File: config.mk
export PLATFORM = sky130hd
export DESIGN_NAME = periph_bus
export DESIGN_NICKNAME = d
export VERILOG_FILES = /design/src/rtl/periph_bus.sv
export SDC_FILE = /design/constraint.sdc
export NUM_CORES = 1
export LEC_CHECK = 0
export ABC_AREA = 1
export BUFFER_PORTS_ARGS = -buffer_cell sky130_fd_sc_hd__buf_2
export CORE_MARGIN = 5
export CORE_UTILIZATION = 49
export CTS_BUF_LIST = sky130_fd_sc_hd__clkbuf_2
export CTS_CLUSTER_DIAMETER = 200
export DETAILED_ROUTE_END_ITERATION = 12
export PLACE_DENSITY = 0.83
export SLEW_MARGIN = 40
export SYNTH_ARGS = -nofsm -noshare
export SYNTH_HDL_FRONTEND = slang
export SYNTH_SLANG_ARGS = --single-unit
File: constraint.sdc
create_clock -name sysclk -period 2.1 [get_ports sysclk]
set_input_delay 0.525 -clock sysclk [delete_from_list [all_inputs] [get_ports sysclk]]
set_output_delay 0.525 -clock sysclk [all_outputs]
set_load 0.005 [all_outputs]
File: src/rtl/periph_bus.sv
// rtl/periph_bus.sv - memory-mapped timer, LED, switch and hex seven-segment peripheral
// Timer registers (TH/TL/TCON) and irqout exist only when PERIPH_TIMER_EN is defined.
module periph_bus #(
  parameter logic [31:0] ADDR_BASE = 32'h4000_0000
) (
  input  logic        sysclk,
  input  logic        Reset_n,
  input  logic        rd,
  input  logic        wr,
  input  logic [31:0] addr,
  input  logic [31:0] wdata,
  output logic [31:0] rdata,
  input  logic [7:0]  switch,
  output logic [7:0]  led,
  output logic [6:0]  digi_out1,
  output logic [6:0]  digi_out2,
  output logic [6:0]  digi_out3,
  output logic [6:0]  digi_out4,
  output logic        irqout
);

  logic       in_win;
  logic [5:0] word;
  logic       unused_addr;

  assign in_win      = (addr[31:8] == ADDR_BASE[31:8]);
  assign word        = addr[7:2];
  assign unused_addr = ^addr[1:0];

  logic [31:0] th_rd, tl_rd, tcon_rd;

`ifdef PERIPH_TIMER_EN
  logic [31:0] th_q, th_d, tl_q, tl_d;
  logic [2:0]  tcon_q, tcon_d;
  logic        wr_th, wr_tl, wr_tcon;
  logic        ovf, irq_set;

  assign wr_th   = wr && in_win && (word == 6'd0);
  assign wr_tl   = wr && in_win && (word == 6'd1);
  assign wr_tcon = wr && in_win && (word == 6'd2);

  // CPU writes override the count; the pending bit ORs in an overflow so it is never lost.
  always_comb begin
    th_d    = th_q;
    tl_d    = tl_q;
    tcon_d  = tcon_q;
    ovf     = tcon_q[0] && (tl_q == 32'hFFFF_FFFF);
    irq_set = ovf && tcon_q[1];
    if (tcon_q[0]) begin
      tl_d = ovf ? th_q : tl_q + 32'd1;
    end
    if (irq_set) begin
      tcon_d[2] = 1'b1;
    end
    if (wr_th) begin
      th_d = wdata;
    end
    if (wr_tl) begin
      tl_d = wdata;
    end
    if (wr_tcon) begin
      tcon_d = {wdata[2] | irq_set, wdata[1:0]};
    end
  end

  always_ff @(posedge sysclk or negedge Reset_n) begin
    if (!Reset_n) begin
      th_q   <= '0;
      tl_q   <= '0;
      tcon_q <= '0;
    end else begin
      th_q   <= th_d;
      tl_q   <= tl_d;
      tcon_q <= tcon_d;
    end
  end

  assign th_rd   = th_q;
  assign tl_rd   = tl_q;
  assign tcon_rd = {29'd0, tcon_q};
  assign irqout  = tcon_q[2];
`else
  logic unused_wdata;

  assign th_rd        = '0;
  assign tl_rd        = '0;
  assign tcon_rd      = '0;
  assign irqout       = 1'b0;
  assign unused_wdata = ^wdata[31:20];
`endif

  logic [7:0]  led_q, led_d;
  logic [19:0] digi_q, digi_d;
  logic [7:0]  sw_meta_q, sw_sync_q;

  always_comb begin
    led_d  = led_q;
    digi_d = digi_q;
    if (wr && in_win && (word == 6'd3)) begin
      led_d = wdata[7:0];
    end
    if (wr && in_win && (word == 6'd5)) begin
      digi_d = wdata[19:0];
    end
  end

  always_ff @(posedge sysclk or negedge Reset_n) begin
    if (!Reset_n) begin
      led_q     <= '0;
      digi_q    <= '0;
      sw_meta_q <= '0;
      sw_sync_q <= '0;
    end else begin
      led_q     <= led_d;
      digi_q    <= digi_d;
      sw_meta_q <= switch;
      sw_sync_q <= sw_meta_q;
    end
  end

  assign led = led_q;

  always_comb begin
    rdata = '0;
    if (rd && in_win) begin
      case (word)
        6'd0:    rdata = th_rd;
        6'd1:    rdata = tl_rd;
        6'd2:    rdata = tcon_rd;
        6'd3:    rdata = {24'd0, led_q};
        6'd4:    rdata = {24'd0, sw_sync_q};
        6'd5:    rdata = {12'd0, digi_q};
        default: rdata = '0;
      endcase
    end
  end

  // Active-low glyphs, bit order {g,f,e,d,c,b,a}.
  function automatic logic [6:0] hex2seg(input logic [3:0] n);
    logic [6:0] s;
    case (n)
      4'h0:    s = 7'b1000000;
      4'h1:    s = 7'b1111001;
      4'h2:    s = 7'b0100100;
      4'h3:    s = 7'b0110000;
      4'h4:    s = 7'b0011001;
      4'h5:    s = 7'b0010010;
      4'h6:    s = 7'b0000010;
      4'h7:    s = 7'b1111000;
      4'h8:    s = 7'b0000000;
      4'h9:    s = 7'b0010000;
      4'hA:    s = 7'b0001000;
      4'hB:    s = 7'b0000011;
      4'hC:    s = 7'b1000110;
      4'hD:    s = 7'b0100001;
      4'hE:    s = 7'b0000110;
      default: s = 7'b0001110;
    endcase
    return s;
  endfunction

  assign digi_out1 = digi_q[16] ? hex2seg(digi_q[3:0])   : 7'b1111111;
  assign digi_out2 = digi_q[17] ? hex2seg(digi_q[7:4])   : 7'b1111111;
  assign digi_out3 = digi_q[18] ? hex2seg(digi_q[11:8])  : 7'b1111111;
  assign digi_out4 = digi_q[19] ? hex2seg(digi_q[15:12]) : 7'b1111111;

endmodule

==> flow_summary.ini, run 1 <==
[run_status]
outcome = complete, but fails checks
violations = setup timing

[setup_path]
critPathMaxStageDelay_ns = 0.53
startpoint_type = register
cp-startpoint = digi_q[0]$_DFFE_PN0P_
crit_path_end_kind = primary output
cp_data_arrival_time_ns = 1.74
crit_type = register to primary output
critPathMaxFanout = 5
r2r_cells = 4
cp.required_ns = 1.57
worst_r2r_endpoint = digi_q[13]$_DFFE_PN0P_
r2r_setup_slack_ns = 1.13
crit_path_top_delay_cell = dfrtp_2
crit_chain = inv_4 > ha_4 > inv_2 > o211ai_1 > nand3_1 > nand2_1 > buf_2
timing.rr.start = digi_q[13]$_DFFE_PN0P_

[die]
rows = 29
initial_core_util_pct = 50.3
io_pins = 145
die-width_um = 90.5
core_um2 = 6310
dieArea_um2 = 8180
die_h_um = 90.5

[cts]
cts_root_buf = clkbuf_2
clk_path_buf_depth = 2
cts_tree = built
cts_buffers = 5
ctsHoldBuffers = 0
clk_pin_slew_worst_paths_ns = 0.23
clk_latency_ns = 0.40
clock_sinks = 44
cts_htree_levels = 2

[cells_and_area]
n_antenna_cell = 0
fill_cells = 391
final_cells = 678
nNetsFinal = 700
area_delta_synth_final_pct = 60.4
drive_gt1_share_pct = 55.1
fin_util_pct = 80.6
stdcell_area_um2 = 5090

[route]
viasPerCell = 5.50
drt-wirelength-per-cell_um = 16.6
drt_pass1_iterations = 5
dr_total_vias = 3731
wl_mm = 11.3
drtAntennaViolNets = 0
drc = 0
drt_iter0_markers = 341

[power_and_ir_drop]
p_leak_nw = 2.34
vdd_drop_max_mv = 0.338
power_per_cell_area_nw_per_um2 = 275

[sta]
post-route-min-period_ns = 2.26
setup_viol = 46
setup_ws_ns = -0.161
setup_tns_ns = -3.52
fin_crit_sh_pct = 108
max_freq_mhz = 442
grt_setup_unrepaired = true
hold_viol = 0
fin_skew_ns = 0.000425
slew_violations = 0

[placed_design]
gp_congestion = 0.916
placed_area_um2 = 3830
port_buffers = 117
dpl.cell_count = 617
dpl_worst_slack_ns = -0.0865
dpl.hpwl_mm = 6.49

[synthesis]
synthesis.area_um2 = 3170
yosysUniqueCellTypes = 27
yosysTopAreaCell = dfrtp_1
synth_top_family_by_area = simple AND/OR/NAND/NOR gates
synth_edf_count = 0
yosys_warnings = 0
synth.area.top_cells = dfrtp_1 35%, nand2_1 15%, ha_1 9.5%
synthSimpleGateAreaFrac_pct = 36.0
synthCells = 434
async_reset_ff_share_pct = 100
synthXorXnorAreaFrac_pct = 0
yosys_register_bits = 44
synth_adder_area_share_pct = 9.46
yosysSeqAreaShare_pct = 34.7
ys.flop_type = dfrtp_1
synth_compound_area_share_pct = 8.12
netlist.area_leader.share_pct = 34.7
synth.area.mux_share_pct = 0
syn-mean-instance-area_um2 = 7.31

[global_route]
grt-ovfl-total = 0
grt_max_degree = 45
grt.total_usage_pct = 23.4
antenna_found_initial = 0
grt_pass1_vias = 3505
grt_first_pass_wirelength_mm = 16.3

[hold_path]
min_path_type = input port to async pin

[job]
drv_cap = 0
-- flip-flops by register name, indices dropped and copies added, names as in the netlist --
| name | flops |
|---|---|
| sw_meta_q | 8 |
| sw_sync_q | 8 |
| led | 8 |
| digi_q | 20 |
-- critical path, delay by kind of cell, from the launching register on --
family	cells	cell delay, ns
and+or+nand+nor	2	0.18
AOI/OAI and AO/OA	1	0.20
DFF	1	0.53
adders and majority gates	1	0.13
buffers and inverters	3	0.27
-- Yosys cell counts, types with 3 or more instances --
cell type,n
nand2_1,130
nor2_1,48
dfrtp_1,44
inv_1,32
nand4_1,29
nand3_1,26
ha_1,24
buf_4,17
o211ai_1,12
o21ai_0,12
clkbuf_1,11
nor3_2,11
a21oi_1,6
a31oi_1,4
buf_2,4
o2111ai_1,4
buf_6,3
clkinv_1,3
-- metal layers --
layer	global-route usage [%]	share of wire, %	vias up
li1	-	-	1730
met5	0	0	-
met2	40.0	50	225
met3	4.92	8.6	43
met1	29.3	38	1733
met4	7.20	3.3	0
-- placed cells by master (no fill, tap or decap), drive strengths merged, types with 6 or more instances in the layout --
cell type / n
buf: 183
nand2: 130
nor2: 51
dfrtp: 44
inv: 32
nand4: 29
nand3: 27
ha: 24
conb: 13
nor3: 13
o211ai: 12
o21ai: 12
clkbuf: 7
a21oi: 6
clkinv: 6
-- final cells by class --
cell class	count	area [um2]	area share, %
clock buffer	7	35.0	0.688
clock inverter	1	8.76	0.172
inverter	37	180	3.54
multi-input combinational	328	2350	46.3
sequential	44	1120	22.0
tap	77	96.3	1.89
timing repair buffer	184	1290	25.4
-- report_power, final --
part | switching [mW] | total [mW] | internal [mW]
combinational | 0.0825 | 0.156 | 0.0731
sequential | 0.00403 | 0.868 | 0.864
clock | 0.282 | 0.377 | 0.0952
total | 0.369 | 1.40 | 1.03
-- worst max-delay path by stage --
| stage | endpoint | slack (ns) |
|---|---|---|
| CTS | digi_out3[0] | -0.07 |
| global route | digi_out1[3] | -0.27 |
| finish | digi_out1[3] | -0.16 |
| detailed placement | rdata[2] | -0.09 |
| floorplan | rdata[10] | 0.21 |
| global placement | rdata[16] | -0.07 |
-- through the flow --
stage                     hold WS, ns  total power [mW]
after floorplan                 0.229             0.928
after global placement          0.331              1.00
after detailed placement        0.335              1.00
after CTS                      0.0434              1.38
after global routing           0.0375              1.46
final                          0.0462              1.40
-- cell families after synthesis --
group	Yosys count
adders and majority gates	24
other	1
AOI/OAI and AO/OA	40
and+or+nand+nor	251
buffers and inverters	74
DFF	44
-- what timing repair did --
item                       CTS  global route
resized for setup          126            90
setup buffers               25            27
gates cloned                 1             0
setup endpoints to repair   48            48
pin swaps                   36            55
Note: power is estimated with default switching activity, not from simulation.
==> run 2: changes to the inputs <==
--- a/config.mk
+++ b/config.mk
@@ -13,6 +13,8 @@
 export CTS_CLUSTER_DIAMETER = 200
 export DETAILED_ROUTE_END_ITERATION = 12
 export PLACE_DENSITY = 0.83
+export RECOVER_POWER = 100
+export REMOVE_ABC_BUFFERS = 1
 export SLEW_MARGIN = 40
 export SYNTH_ARGS = -nofsm -noshare
 export SYNTH_HDL_FRONTEND = slang
==> flow_summary.ini, run 2 (same netlist as run 1, synthesis figures left out) <==
[cells_and_area]
drive_gt1_share_pct = 54.6
mostFrequentLayoutCells = 105 x nand2_1, 101 x buf_2, 36 x buf_4
largest_reg_flops = 20
n_antenna_cell = 0
nNetsFinal = 693
top_register = digi_q
fin_util_pct = 79.6
stdcell_area_um2 = 5020
final_cells = 670
area_delta_synth_final_pct = 58.4
final_common_cell = nand2_1

[setup_path]
worst_r2r_endpoint = digi_q[5]$_DFFE_PN0P_
crit_type = register to primary output
cp_data_arrival_time_ns = 1.77
startpoint_type = register
crit_path_end_kind = primary output
critPathMaxFanout = 4
r2r_cells = 4
cp.required_ns = 1.57
timing.rr.start = digi_q[5]$_DFFE_PN0P_
r2r_setup_slack_ns = 1.12

[sta]
slew_headroom_pct = 28.2
grt_setup_unrepaired = true
setup_ws_ns = -0.195
post-route-min-period_ns = 2.29
max_freq_mhz = 436
worst_pin_slew_ns = 1.08
hold_viol = 0
fin_skew_ns = 0.0107
setup_viol = 45
fin_crit_sh_pct = 109
slew_violations = 0

[cts]
clk_pin_slew_worst_paths_ns = 0.23
cts_htree_levels = 2
cts_root_buf = clkbuf_2
cts_tree = built
clock_sinks = 44
clk_latency_ns = 0.40
cts_buffers = 5
clk_path_buf_depth = 2

[route]
dr_total_vias = 3780
wl_mm = 11.1
routed.top_layer = met4
drt_pass1_iterations = 5
drt-wirelength-per-cell_um = 16.5
m1WireLength_mm = 4.11
met3_length_mm = 1.08
drtAntennaViolNets = 0
viasPerCell = 5.64
dr_wl_met2_mm = 5.38
drc = 0
drt_iter0_markers = 288

[global_route]
grt-ovfl-total = 0
grt_max_degree = 45
grt_pass1_vias = 3435
grt.total_usage_pct = 22.9
antenna_found_initial = 0
grt_first_pass_wirelength_mm = 15.9

[placed_design]
dpl.hpwl_mm = 6.56
dpl_worst_slack_ns = -0.144
placed_area_um2 = 3830
dpl.cell_count = 619
gp_congestion = 0.962
port_buffers = 117

[power_and_ir_drop]
vdd_drop_max_mv = 0.366
p_switching_mw = 0.352
p_seq_share_pct = 63.6
sw_frac_of_total_pct = 25.8
power.internal_mw = 1.01
power_per_cell_area_nw_per_um2 = 271
p_leak_nw = 2.38
pwr-share-clk_pct = 25.7
pwr-share-comb_pct = 10.7

[hold_path]
hold_depth = 1
min_path_type = input port to register
min_from = switch[7]
hold_end = sw_meta_q[7]$_DFF_PN0_

[die]
die-width_um = 90.5
die_h_um = 90.5
core_um2 = 6310
io_pins = 145
dieArea_um2 = 8180
rows = 29
initial_core_util_pct = 50.3

[job]
drv_cap = 0

[run_status]
outcome = complete, but fails checks
violations = setup timing
==> run 2: changes by cell type in the layout (fill, tap and decap cells not counted), moves of 6 or more <==
cell | before | now
buf_2 | 107 | 101
buf_4 | 46 | 36
clkbuf_1 | 0 | 6
nand2_1 | 113 | 105
==> run 2: timing repair <==
action,CTS,global route
pin swaps,24,66
resized for setup,106,117
hold endpoints to repair,0,0
buffers inserted,23,21
setup endpoints to repair,48,48
cloned,0,1
hold buffers,0,0
==> run 2: how the worst max path moves through the flow <==
stage                              end             startpoint  cells after the start
after floorplan               rdata[1]                addr[7]                      7
after global routing      digi_out3[3]  digi_q[8]$_DFFE_PN0P_                      7
after CTS                 digi_out3[0]  digi_q[9]$_DFFE_PN0P_                      7
after global placement       rdata[16]               addr[23]                     10
after detailed placement     rdata[16]               addr[27]                     10
final                     digi_out1[0]  digi_q[1]$_DFFE_PN0P_                      7
==> run 2: metrics by stage <==
| step | hold WS [ns] | setup TNS, ns | power (mW) |
|---|---|---|---|
| floorplan | 0.229 | -18.13 | 0.902 |
| global placement | 0.332 | -1.79 | 0.998 |
| detailed placement | 0.336 | -2.00 | 1.00 |
| CTS | 0.160 | -2.22 | 1.34 |
| global route | 0.158 | -8.38 | 1.41 |
| finish | 0.206 | -3.07 | 1.36 |
==> run 2: power groups by stage <==
stage	combinational [mW]	sequential, mW	clock, mW
6_report	0.146	0.868	0.350
5_1_grt	0.160	0.870	0.383
4_1_cts	0.123	0.868	0.352
3_5_place_dp	0.119	0.883	0
3_3_place_gp	0.116	0.882	0
2_1_floorplan	0.0204	0.882	0
==> run 2: layout make-up <==
class | count | area [um2]
clock inverter | 1 | 5.00
timing repair buffer | 177 | 1200
clock buffer | 6 | 30.0
sequential | 44 | 1120
inverter | 37 | 184
multi-input combinational | 328 | 2380
fill | 401 | 1290
tap | 77 | 96.3
==> run 2: critical path: stages, from the launching register on <==
cell	delay, ns
dfrtp_2	0.50
inv_4	0.07
ha_4	0.18
inv_6	0.07
nor3_4	0.04
a31oi_1	0.22
nand3_1	0.11
buf_2	0.14
==> run 2: layer usage <==
metal  global-route usage (%)  up-vias
li1                         -     1723
met1                     28.2     1710
met2                     38.9      286
met3                     5.42       61
met4                     8.06        0
met5                        0        -
==> run 3: changes to the inputs <==
--- a/config.mk
+++ b/config.mk
@@ -8,11 +8,11 @@
 export ABC_AREA = 1
 export BUFFER_PORTS_ARGS = -buffer_cell sky130_fd_sc_hd__buf_2
 export CORE_MARGIN = 5
-export CORE_UTILIZATION = 49
-export CTS_BUF_LIST = sky130_fd_sc_hd__clkbuf_2
+export CORE_UTILIZATION = 48
+export CTS_BUF_LIST = sky130_fd_sc_hd__clkbuf_4 sky130_fd_sc_hd__clkbuf_8 sky130_fd_sc_hd__clkbuf_16
 export CTS_CLUSTER_DIAMETER = 200
 export DETAILED_ROUTE_END_ITERATION = 12
-export PLACE_DENSITY = 0.83
+export PLACE_DENSITY = 0.82
 export RECOVER_POWER = 100
 export REMOVE_ABC_BUFFERS = 1
 export SLEW_MARGIN = 40
==> flow_summary.ini, run 3 (same netlist as run 1, synthesis figures left out) <==
[cells_and_area]
largest_reg_flops = 20
mostFrequentLayoutCells = 121 x nand2_1, 99 x buf_2, 31 x buf_4
final_common_cell = nand2_1
fin_util_pct = 69.9
fill_cells = 521
n_antenna_cell = 0
final_cells = 652
top_register = digi_q
drive_gt1_share_pct = 43.3
area_delta_synth_final_pct = 40.8
nNetsFinal = 674

[hold_path]
min_path_type = input port to register

[cts]
ctsHoldBuffers = 0
clock_sinks = 44
clk_pin_slew_worst_paths_ns = 0.09
cts_buffers = 5
cts_tree = built
clk_latency_ns = 0.30
cts_htree_levels = 2
cts_root_buf = clkbuf_8
clk_path_buf_depth = 2

[die]
rows = 29
die-width_um = 91.3
dieArea_um2 = 8340
core_um2 = 6390
initial_core_util_pct = 49.7
io_pins = 145
die_h_um = 91.3

[global_route]
grt_pass1_vias = 3225
antenna_found_initial = 0
grt_first_pass_wirelength_mm = 14.5
grt_max_degree = 23
grt-ovfl-total = 0
grt.total_usage_pct = 20.5

[sta]
setup_viol = 20
fin_crit_sh_pct = 107
max_freq_mhz = 446
slew_violations = 0
hold_viol = 0
setup_tns_ns = -1.56
grt_setup_unrepaired = true
slew_headroom_pct = 25.2
post-route-min-period_ns = 2.24
worst_pin_slew_ns = 1.12
setup_ws_ns = -0.142
fin_skew_ns = 0.000187

[placed_design]
port_buffers = 117
dpl.hpwl_mm = 6.65
gp_congestion = 0.928
dpl.cell_count = 621
dpl_worst_slack_ns = -0.158

[run_status]
violations = setup timing
outcome = complete, but fails checks

[route]
drc = 0
drt_pass1_iterations = 5
drtAntennaViolNets = 0
wl_mm = 9.72
drt-wirelength-per-cell_um = 14.9
viasPerCell = 5.44
drt_iter0_markers = 206
dr_total_vias = 3546

[setup_path]
crit_type = input port to primary output
startpoint_type = input port
crit_path_top_delay_cell = nor3_4
timing.rr.start = digi_q[0]$_DFFE_PN0P_
r2r_cells = 3
cp.required_ns = 1.57
cp_data_arrival_time_ns = 1.72
cp.depth = 11
critPathMaxFanout = 7
cp_num_buf_inv = 4
worst_r2r_endpoint = digi_q[0]$_DFFE_PN0P_
cp-startpoint = addr[6]
crit_path_end_kind = primary output
critPathCapture = rdata[7]
crit_family = simple AND/OR/NAND/NOR gates
r2r_setup_slack_ns = 1.25
crit_chain = buf_6 > nor2_4 > nand2_4 > nor3_4 > buf_12 > buf_4 > nand2_1 > nand2_1 > nor2_1 > nor2_4 > buf_2
critPathMaxStageDelay_ns = 0.21

[power_and_ir_drop]
vdd_drop_max_mv = 0.522
power_per_cell_area_nw_per_um2 = 377
p_leak_nw = 2.03

[job]
drv_cap = 0
==> run 3: changes by cell type in the layout (fill, tap and decap cells not counted), moves of 6 or more <==
cell      delta
nand2_1     +16
ha_1        +14
ha_4        -14
nand3_1     +12
nand3_2     -11
clkbuf_2    -10
nand2_4      -9
nand2_2      -7
buf_6        -6
nor3_2       +6
nor3_4       -6
o21ai_0      +6
o21ai_2      -6
==> run 3: routing by layer <==
metal / global-route usage [%] / wire length (um) / vias up
met4: 4.89 / 235 / 0
met2: 36.4 / 4920 / 195
li1: - / - / 1683
met1: 25.3 / 3800 / 1642
met3: 4.38 / 766 / 26
met5: 0 / 0 / -
==> run 3: worst reg2reg max path, cell delays in order, from the launching register on <==
cell,delay [ns]
dfrtp_2,0.49
buf_4,0.17
nand2_1,0.06
nand2_1,0.04
==> run 3: what timing repair did <==
action                     CTS  global route
setup endpoints to repair   36            41
resized for setup           32            89
gates cloned                 0             0
pin swaps                    2            19
setup buffers                9            14
==> run 3: layout make-up <==
class	instances	area (um2)	area share [%]
Clock buffer	5	68.8	1.54
Timing Repair Buffer	158	983	22.0
Inverter	37	160	3.59
Clock inverter	3	46.3	1.04
Sequential cell	44	1120	25.0
Tap cell	77	96.3	2.16
Multi-Input combinational cell	328	1990	44.6
==> run 3: worst min path at each step <==
stage / start / end / slack [ns] / cells past startpoint
global route: switch[1] / sw_meta_q[1]$_DFF_PN0_ / 0.31 / 1
detailed placement: sw_meta_q[5]$_DFF_PN0_ / sw_sync_q[5]$_DFF_PN0_ / 0.34 / 0
floorplan: Reset_n / digi_q[0]$_DFFE_PN0P_ / 0.23 / 0
finish: switch[1] / sw_meta_q[1]$_DFF_PN0_ / 0.32 / 1
CTS: Reset_n / led[1]$_DFFE_PN0P_ / 0.18 / 1
global placement: sw_meta_q[0]$_DFF_PN0_ / sw_sync_q[0]$_DFF_PN0_ / 0.33 / 0
==> run 3: metrics by stage <==
| step | hold WS (ns) | cell area, um2 | power (mW) |
|---|---|---|---|
| 2_1_floorplan | 0.229 | 2990 | 0.902 |
| 4_1_cts | 0.175 | 4120 | 1.66 |
| 5_1_grt | 0.309 | 4470 | 1.74 |
| 3_5_place_dp | 0.336 | 3840 | 1.00 |
| 3_3_place_gp | 0.334 | 3840 | 0.998 |
| 6_report | 0.325 | 4470 | 1.68 |
==> run 3: power breakdown <==
group	switching, mW	total, mW	internal [mW]
Clock	0.312	0.671	0.358
Combinational	0.0786	0.148	0.0697
Sequential	0.00408	0.866	0.862
Total	0.395	1.68	1.29
